<file path="config.mk">
export PLATFORM = sky130hd
export DESIGN_NAME = led_gpio_responder
export DESIGN_NICKNAME = d
export VERILOG_FILES = /design/src/rtl/prirv32_bus_pkg.sv /design/src/rtl/blink_timer.sv /design/src/rtl/led_gpio_responder.sv
export SDC_FILE = /design/constraint.sdc
export NUM_CORES = 1
export LEC_CHECK = 0
export BUFFER_PORTS_ARGS = -buffer_cell sky130_fd_sc_hd__buf_4
export CAP_MARGIN = 20
export CORE_MARGIN = 2
export CORE_UTILIZATION = 48
export CTS_CLUSTER_DIAMETER = 150
export DETAILED_ROUTE_END_ITERATION = 7
export PLACE_DENSITY_LB_ADDON = 0.15
export SKIP_CTS_REPAIR_TIMING = 1
export SLEW_MARGIN = 40
export SYNTH_ARGS = -nofsm -noshare
export SYNTH_HDL_FRONTEND = slang
export SYNTH_SLANG_ARGS = --single-unit
</file>
<file path="constraint.sdc">
create_clock -name clk -period 4.1 [get_ports clk]
set_input_delay 0.82 -clock clk [delete_from_list [all_inputs] [get_ports clk]]
set_output_delay 0.82 -clock clk [all_outputs]
set_load 0.02 [all_outputs]
</file>
<file path="src/rtl/prirv32_bus_pkg.sv">
// Shared priRV32 data-bus definitions: register offsets, responder FSM states
// and the request bundle.
package prirv32_bus_pkg;

  localparam logic [3:0] LED_OUT_OFS      = 4'h0;
  localparam logic [3:0] BLINK_CTRL_OFS   = 4'h4;
  localparam logic [3:0] BLINK_PERIOD_OFS = 4'h8;
  localparam logic [3:0] COUNTER_OFS      = 4'hC;

  typedef enum logic {
    StIdle,
    StResp
  } bus_state_e;

  typedef struct packed {
    logic        we;
    logic [31:0] addr;
    logic [31:0] wdata;
    logic [3:0]  wstrb;
  } bus_req_t;

  // Word index of a byte offset within the 16-byte register window.
  function automatic logic [1:0] reg_idx(input logic [3:0] ofs);
    return ofs[3:2];
  endfunction

endpackage

</file>
<file path="src/rtl/blink_timer.sv">
// Free-running blink counter; pulses toggle_o once every period_i cycles while enabled.
module blink_timer #(
  parameter int unsigned CNT_W = 32
) (
  input  logic             clk,
  input  logic             rst,
  input  logic             en_i,
  input  logic             clear_i,
  input  logic [CNT_W-1:0] period_i,
  output logic [CNT_W-1:0] count_o,
  output logic             toggle_o
);

  logic [CNT_W-1:0] count_q, count_d;
  logic             run, wrap;

  always_comb begin
    run     = en_i && (period_i != '0);
    wrap    = run && (count_q == period_i - CNT_W'(1));
    count_d = count_q;
    if (clear_i) begin
      count_d = '0;
    end else if (wrap) begin
      count_d = '0;
    end else if (run) begin
      count_d = count_q + CNT_W'(1);
    end
  end

  always_ff @(posedge clk) begin
    if (rst) begin
      count_q <= '0;
    end else begin
      count_q <= count_d;
    end
  end

  // A clearing write restarts the period, so the pending toggle is dropped.
  assign toggle_o = wrap && !clear_i;
  assign count_o  = count_q;

endmodule

</file>
<file path="src/rtl/led_gpio_responder.sv">
// LED/GPIO responder on the priRV32 data bus: LED output register plus hardware blink timer,
// one outstanding request with a registered response.
module led_gpio_responder
  import prirv32_bus_pkg::*;
#(
  parameter int unsigned ADDR_W     = 4,
  parameter int unsigned CNT_W      = 32,
  parameter logic [31:0] RST_PERIOD = 32'd25_000_000
) (
  input  logic              clk,
  input  logic              rst,
  input  logic              req_valid,
  output logic              req_ready,
  input  logic              req_we,
  input  logic [ADDR_W-1:0] req_addr,
  input  logic [31:0]       req_wdata,
  input  logic [3:0]        req_wstrb,
  output logic              resp_valid,
  input  logic              resp_ready,
  output logic [31:0]       resp_rdata,
  output logic              resp_err,
  output logic              led
);

  localparam logic [1:0] IdxLed    = reg_idx(LED_OUT_OFS);
  localparam logic [1:0] IdxCtrl   = reg_idx(BLINK_CTRL_OFS);
  localparam logic [1:0] IdxPeriod = reg_idx(BLINK_PERIOD_OFS);
  localparam logic [1:0] IdxCount  = reg_idx(COUNTER_OFS);

  bus_state_e       state_q;
  bus_req_t         req;
  logic             led_out_q, blink_en_q;
  logic [CNT_W-1:0] period_q, period_d;
  logic [31:0]      rdata_q, rdata_d;
  logic             err_q, err_d;

  logic             accept, addr_hi_err, wr;
  logic [1:0]       idx;
  logic             wr_led, wr_ctrl, wr_period, en_rise, timer_clear, toggle;
  logic [CNT_W-1:0] count;
  logic [31:0]      period_old, period_mrg;
  logic             unused_addr;

  always_comb begin
    req                    = '0;
    req.we                 = req_we;
    req.addr[ADDR_W-1:0]   = req_addr;
    req.wdata              = req_wdata;
    req.wstrb              = req_wstrb;
  end

  assign unused_addr = ^req.addr[1:0];

  assign accept      = (state_q == StIdle) && req_valid;
  assign addr_hi_err = |req.addr[31:4];
  assign idx         = req.addr[3:2];
  assign wr          = accept && req.we && !addr_hi_err;

  assign wr_led      = wr && (idx == IdxLed) && req.wstrb[0];
  assign wr_ctrl     = wr && (idx == IdxCtrl) && req.wstrb[0];
  assign wr_period   = wr && (idx == IdxPeriod) && (|req.wstrb);
  assign en_rise     = wr_ctrl && req.wdata[0] && !blink_en_q;
  assign timer_clear = en_rise || wr_period;

  // Byte-lane merge of the write data into the zero-extended period.
  always_comb begin
    period_old = 32'(period_q);
    period_mrg = period_old;
    for (int i = 0; i < 4; i++) begin
      if (req.wstrb[i]) begin
        period_mrg[8*i +: 8] = req.wdata[8*i +: 8];
      end
    end
    period_d = period_mrg[CNT_W-1:0];
  end

  always_comb begin
    err_d   = addr_hi_err || (req.we && (idx == IdxCount));
    rdata_d = '0;
    if (!req.we && !addr_hi_err) begin
      case (idx)
        IdxLed:    rdata_d = {31'b0, led_out_q};
        IdxCtrl:   rdata_d = {31'b0, blink_en_q};
        IdxPeriod: rdata_d = 32'(period_q);
        default:   rdata_d = 32'(count);
      endcase
    end
  end

  blink_timer #(
    .CNT_W(CNT_W)
  ) u_blink_timer (
    .clk      (clk),
    .rst      (rst),
    .en_i     (blink_en_q),
    .clear_i  (timer_clear),
    .period_i (period_q),
    .count_o  (count),
    .toggle_o (toggle)
  );

  always_ff @(posedge clk) begin
    if (rst) begin
      state_q    <= StIdle;
      rdata_q    <= '0;
      err_q      <= 1'b0;
      led_out_q  <= 1'b0;
      blink_en_q <= 1'b0;
      period_q   <= CNT_W'(RST_PERIOD);
    end else begin
      case (state_q)
        StIdle: begin
          if (req_valid) begin
            rdata_q <= rdata_d;
            err_q   <= err_d;
            state_q <= StResp;
          end
        end
        default: begin
          if (resp_ready) begin
            state_q <= StIdle;
          end
        end
      endcase

      // Software write to LED_OUT overrides a coincident timer toggle.
      if (wr_led) begin
        led_out_q <= req.wdata[0];
      end else if (toggle) begin
        led_out_q <= ~led_out_q;
      end
      if (wr_ctrl) begin
        blink_en_q <= req.wdata[0];
      end
      if (wr_period) begin
        period_q <= period_d;
      end
    end
  end

  assign req_ready  = (state_q == StIdle);
  assign resp_valid = (state_q == StResp);
  assign resp_rdata = rdata_q;
  assign resp_err   = err_q;
  assign led        = led_out_q;

endmodule

</file>
==> Yosys cells after proc, flatten, opt, wreduce, memory -nomap -nowiden <==
Cells that the tools add are included.
{ "word_totals": {"output_inout_bits": 36, "wordCells": 52, "reg_bits": 100, "input_bits": 45} }
{ "op_classes": {"reduce_logical": 27, "muxes": 7, "bitwise_logic": 2, "eq_ne": 4, "n_addsub": 2} }
{ "ops": {"columns": ["operator", "n"], "rows": [
  ["one-hot mux 32 bit (3 select lines)", 1],
  ["adder 32 x 1 -> 32 bit, second input constant", 1],
  ["== test 32 bit", 1],
  ["2-to-1 mux 32 bit", 1],
  ["nonzero test 32 bit", 1],
  ["subtractor 32 x 1 -> 32 bit, second input constant", 1],
  ["logical AND 1 bit", 14],
  ["AND reduction 2 bit", 5],
  ["2-to-1 mux 1 bit", 5],
  ["== test 2 bit, second input constant", 2],
  ["OR reduction 4 bit", 1],
  ["OR reduction 3 bit", 1],
  ["== test 2 x 1 -> 1 bit, second input constant", 1],
  ["logical NOT 1 bit", 2],
  ["logical NOT 2 bit", 1],
  ["inverter 1 bit", 2],
  ["nonzero test 2 bit", 1],
  ["logical OR 1 bit", 1]
]} }

==> Depth between registers and ports, before layout <==
{ "depth": {"word_depth": 12, "depth_mapped": 13, "mapped_depth_nobuf": 11} }

==> Modules after synthesis <==
Synthesis repeated with hierarchy kept, for this count alone.
{ "unflattened": {"hier_cells": 677, "hier_area_um2": 5841.9} }
{ "modules_own_cells": {"columns": ["module", "cells_per_inst", "seq_area_each_um2", "area_each_um2", "n_inst"], "rows": [
  ["led_gpio_responder", 319, 1361.3, 3079.2, 1],
  ["blink_timer", 358, 640.6, 2762.6, 1]
]} }

==> Least setup slack after synthesis <==
OpenSTA, ideal clock, no wires.
{ "synth_timing": {"path_kind": "flip-flop to flip-flop", "startpoint": "register period_q[0] (netlist: period_old[0])", "endpoint": "register u_blink_timer.count_q[1] (netlist: u_blink_timer.count_o[1])", "path_slack_ns": 1.262, "stages_incl_launch_ff": 13, "period_less_slack_ns": 2.838, "required_ns": 4.036, "path_buffers": 3, "setup_time_ns": 0.064, "arrival_time_ns": 2.773, "cell_sequence": "dfxtp_1 -> or4_4 -> or2_1 -> buf_6 -> or4_1 -> and3_1 -> a211o_1 -> nand4_1 -> nor4_1 -> or3_1 -> buf_6 -> buf_6 -> nor2_1"} }
{ "synth_between": {"elab_chain_cells": 4} }
{ "synth_rtl": {"columns": ["element", "line", "text"], "rows": [
  ["start, declared", "led_gpio_responder.sv:33", "logic [CNT_W-1:0] period_q, period_d;"],
  ["start signal, assigned", "led_gpio_responder.sv:109", "period_q <= CNT_W'(RST_PERIOD);"],
  ["start signal, assigned", "led_gpio_responder.sv:136", "period_q <= period_d;"],
  ["subtractor 32 x 1 -> 32 bit / nonzero test 32 bit (equally long branches)", "blink_timer.sv:19, blink_timer.sv:18", null],
  ["== test 32 bit / logical AND 1 bit (equally long branches)", "blink_timer.sv:19, blink_timer.sv:18", null],
  ["logical AND 1 bit", "blink_timer.sv:19", "wrap = run && (count_q == period_i - CNT_W'(1));"],
  ["OR reduction 3 bit (no source line)", null, null],
  ["end signal, assigned", "blink_timer.sv:34", "count_q <= count_d;"],
  ["end, declared", "blink_timer.sv:14", "logic [CNT_W-1:0] count_q, count_d;"]
]} }
Parallel ways exist; a longest one is shown, timed or not.
A chain may end at the register's enable or synchronous reset.

==> Worst setup path in the final report <==
{ "layout_timing": {"startpoint": "register period_q[0] (netlist: period_old[0])", "endpoint": "register u_blink_timer.count_q[24] (netlist: u_blink_timer.count_o[24])"} }
Same word-level chain as after synthesis.

==> results.toml <==
[status]
outcome = "finished clean"

[drt]
drc = 0
ant_nets = 0
drt_iter0_markers = 409
wl_per_cell_um = 16.4
vias = 4847
drtPass1Iterations = 5
drt-total-wl_mm = 13.8
viasPerCell = 5.74

[global_route]
gr-usage-all-layers_pct = 23.5
antenna_found_initial = 0
grt_pass1_vias = 4491
grt_overflow = 0
grt_pass1_wl_mm = 22.1
grt_max_degree = 70

[min_path]
hp-start = "resp_err"
hold-path-endpoint = "resp_err"
whs_path_depth = 2
hold_class = "reg2reg"

[finish]
nNetsFinal = 748
syn2layout_area_growth_pct = 16.9
final_common_cell = "dfxtp_1"
num_antenna_cells = 0
final_cell_mix = "dfxtp_1, nor2_1, buf_4"
postLayoutCellArea_um2 = 6340
drive_above_1_share_pct = 20.0

[floorplan]
ios = 81
start_util_pct = 49.6
core-area_um2 = 10900
die_w_um = 110
die_area_um2 = 12200
row_count = 38
die_y_um = 110

[timing]
period_share_pct = 79.7
worst_slew_pin_slew_ps = 741
rsz0062_at_grt = "no"
finalSetupViolCount = 0
relSlewSlack_pct = 50.6
fin_worst_skew_ps = 7.62
hold_slack_ps = 476
fmax_mhz = 306
hold_viol = 0
min_period_ps = 3270
final-max-slew-violation-count = 0
tns_ps = 0

[worst_setup_path]
critical_path_arrival_ps = 3500
rr_startpoint = "period_old[0]"
r2r_cells = 12
cp.required_ps = 4340
crit_fanout = 6
critPathKind = "reg2reg"
cp-start-kind = "flop"
reg2reg_to = "u_blink_timer.count_o[24]"
r2r_slack_ps = 830
cp-end-kind = "flop"

[cts]
numCtsBuffers = 9
clk_latency_ps = 350
root_buffer = "clkbuf_16"
path_clk_slew_ps = 60
clock_sinks = 100
cts_max_level = 3
cts_buffer_depth = 2
cts_tree = "built"

[logic_synthesis]
synthArstFlopShare_pct = 0
synth_top_area_cell = "dfxtp_1"
ys_types = 55
avgSynthCellArea_um2 = 8.36
ys.flop_type = "dfxtp_1"
synth_area_um2 = 5420
synth_top_area_share_pct = 36.9
synth_enable_flop_cells = 0
synth.area.top_cells = "dfxtp_1, nor2_1, xor2_1"
syn_inst = 648
ys_seq_area_share_pct = 36.9
syn-num-nets = 695
synth_warnings = 0
synth_seq_cells = 100

[placed_design]
gp_congestion = 0.846
hpwl_mm = 10.0
place_area_um2 = 6040
portBuffers = 78

[power]
power_density_nw_per_um2 = 310
ir_worst_vdd_mv = 0.234
power.leakage_uw = 0.00241

[run]
cap_viol_max_count = 0
-- Yosys cell counts (all sizes together), types with 2 or more instances --
cell	instances
clkbuf	32
nor3b	3
nand4	10
a21oi	28
and2	2
dfxtp	100
nor3	13
nor2	97
a211o	14
nor4	14
or3	9
xor2	40
o21ai	8
ha	2
nand3b	3
and3	21
nand2b	4
xnor2	36
nand3	37
and4	4
a31oi	3
a22oi	32
nand2	53
mux2	29
buf	12
or4	6
or2	4
mux2i	4
a211oi	4
nor2b	3
inv	7
-- cell type report --
class                           count  area (µm²)
Clock buffer                       14         284
Clock inverter                      1        5.00
Fill cell                         997        4600
Inverter                            7        26.3
Multi-Input combinational cell    497        3200
Sequential cell                   100        2000
Tap cell                          140         175
Timing Repair Buffer               86         646
-- kinds of logic (layout without fill, tap and decap cells) --
kind of cell	after synthesis	after routing	share of synthesized area (%)
AND/OR/NAND/NOR	286	286	26.2
flip-flops	100	100	36.9
AO/OA/AOI/OAI	99	99	12.6
XOR/XNOR	76	76	12.3
buffers and inverters	51	108	4.36
multiplexers	34	34	7.18
adder cells (fa/ha/maj)	2	2	0.462
-- registers in the layout (all words and copies together) (netlist names) --
register / flops
u_blink_timer.count_o: 32
period_old: 32
led: 1
blink_en_q: 1
resp_rdata: 32
resp_valid: 1
resp_err: 1
-- report_power, final --
part / leakage [µW] / internal, µW / switching [µW]
logic: 0.00146 / 67.3 / 88.1
clock network: 0.000145 / 474 / 344
registers: 0.000807 / 980 / 11.4
total: 0.00241 / 1520 / 444
-- worst max-delay path: stages (launching register included) --
cell     delay (ps)
dfxtp_1         360
inv_1            80
ha_1            200
or4b_1          580
nor4_2          370
nand2_1         210
o21ai_1         500
or3_1           300
nor3_1           70
buf_4           170
nand3_1         110
xor2_1          150
nor2_1           50
-- layer usage --
metal / share of wire, % / track usage (%) / vias up
li1: - / - / 2394
met1: 48 / 32.3 / 2312
met2: 46 / 37.9 / 128
met3: 5.1 / 4.23 / 13
met4: 1.3 / 6.70 / 0
met5: 0 / 0 / -
-- how the worst max path moves through the flow --
stage	endpoint	start
after global placement	u_blink_timer.count_o[27]	period_old[0]
after detailed placement	u_blink_timer.count_o[27]	period_old[0]
after CTS	u_blink_timer.count_o[27]	period_old[0]
after global routing	u_blink_timer.count_o[27]	period_old[0]
final	u_blink_timer.count_o[24]	period_old[0]
after floorplan	u_blink_timer.count_o[1]	period_old[0]
-- through the flow --
stage                     cells  setup WS, ps  total power, µW  utilization (%)
after detailed placement    830           747             1170             55.2
after global placement      830           797             1160             55.2
final                       845           832             1970             57.9
after global routing        845           601             2030             57.9
after floorplan             648          1260             1110                -
after CTS                   845           722             1980             57.9
Note: power is estimated with default switching activity, not from simulation.
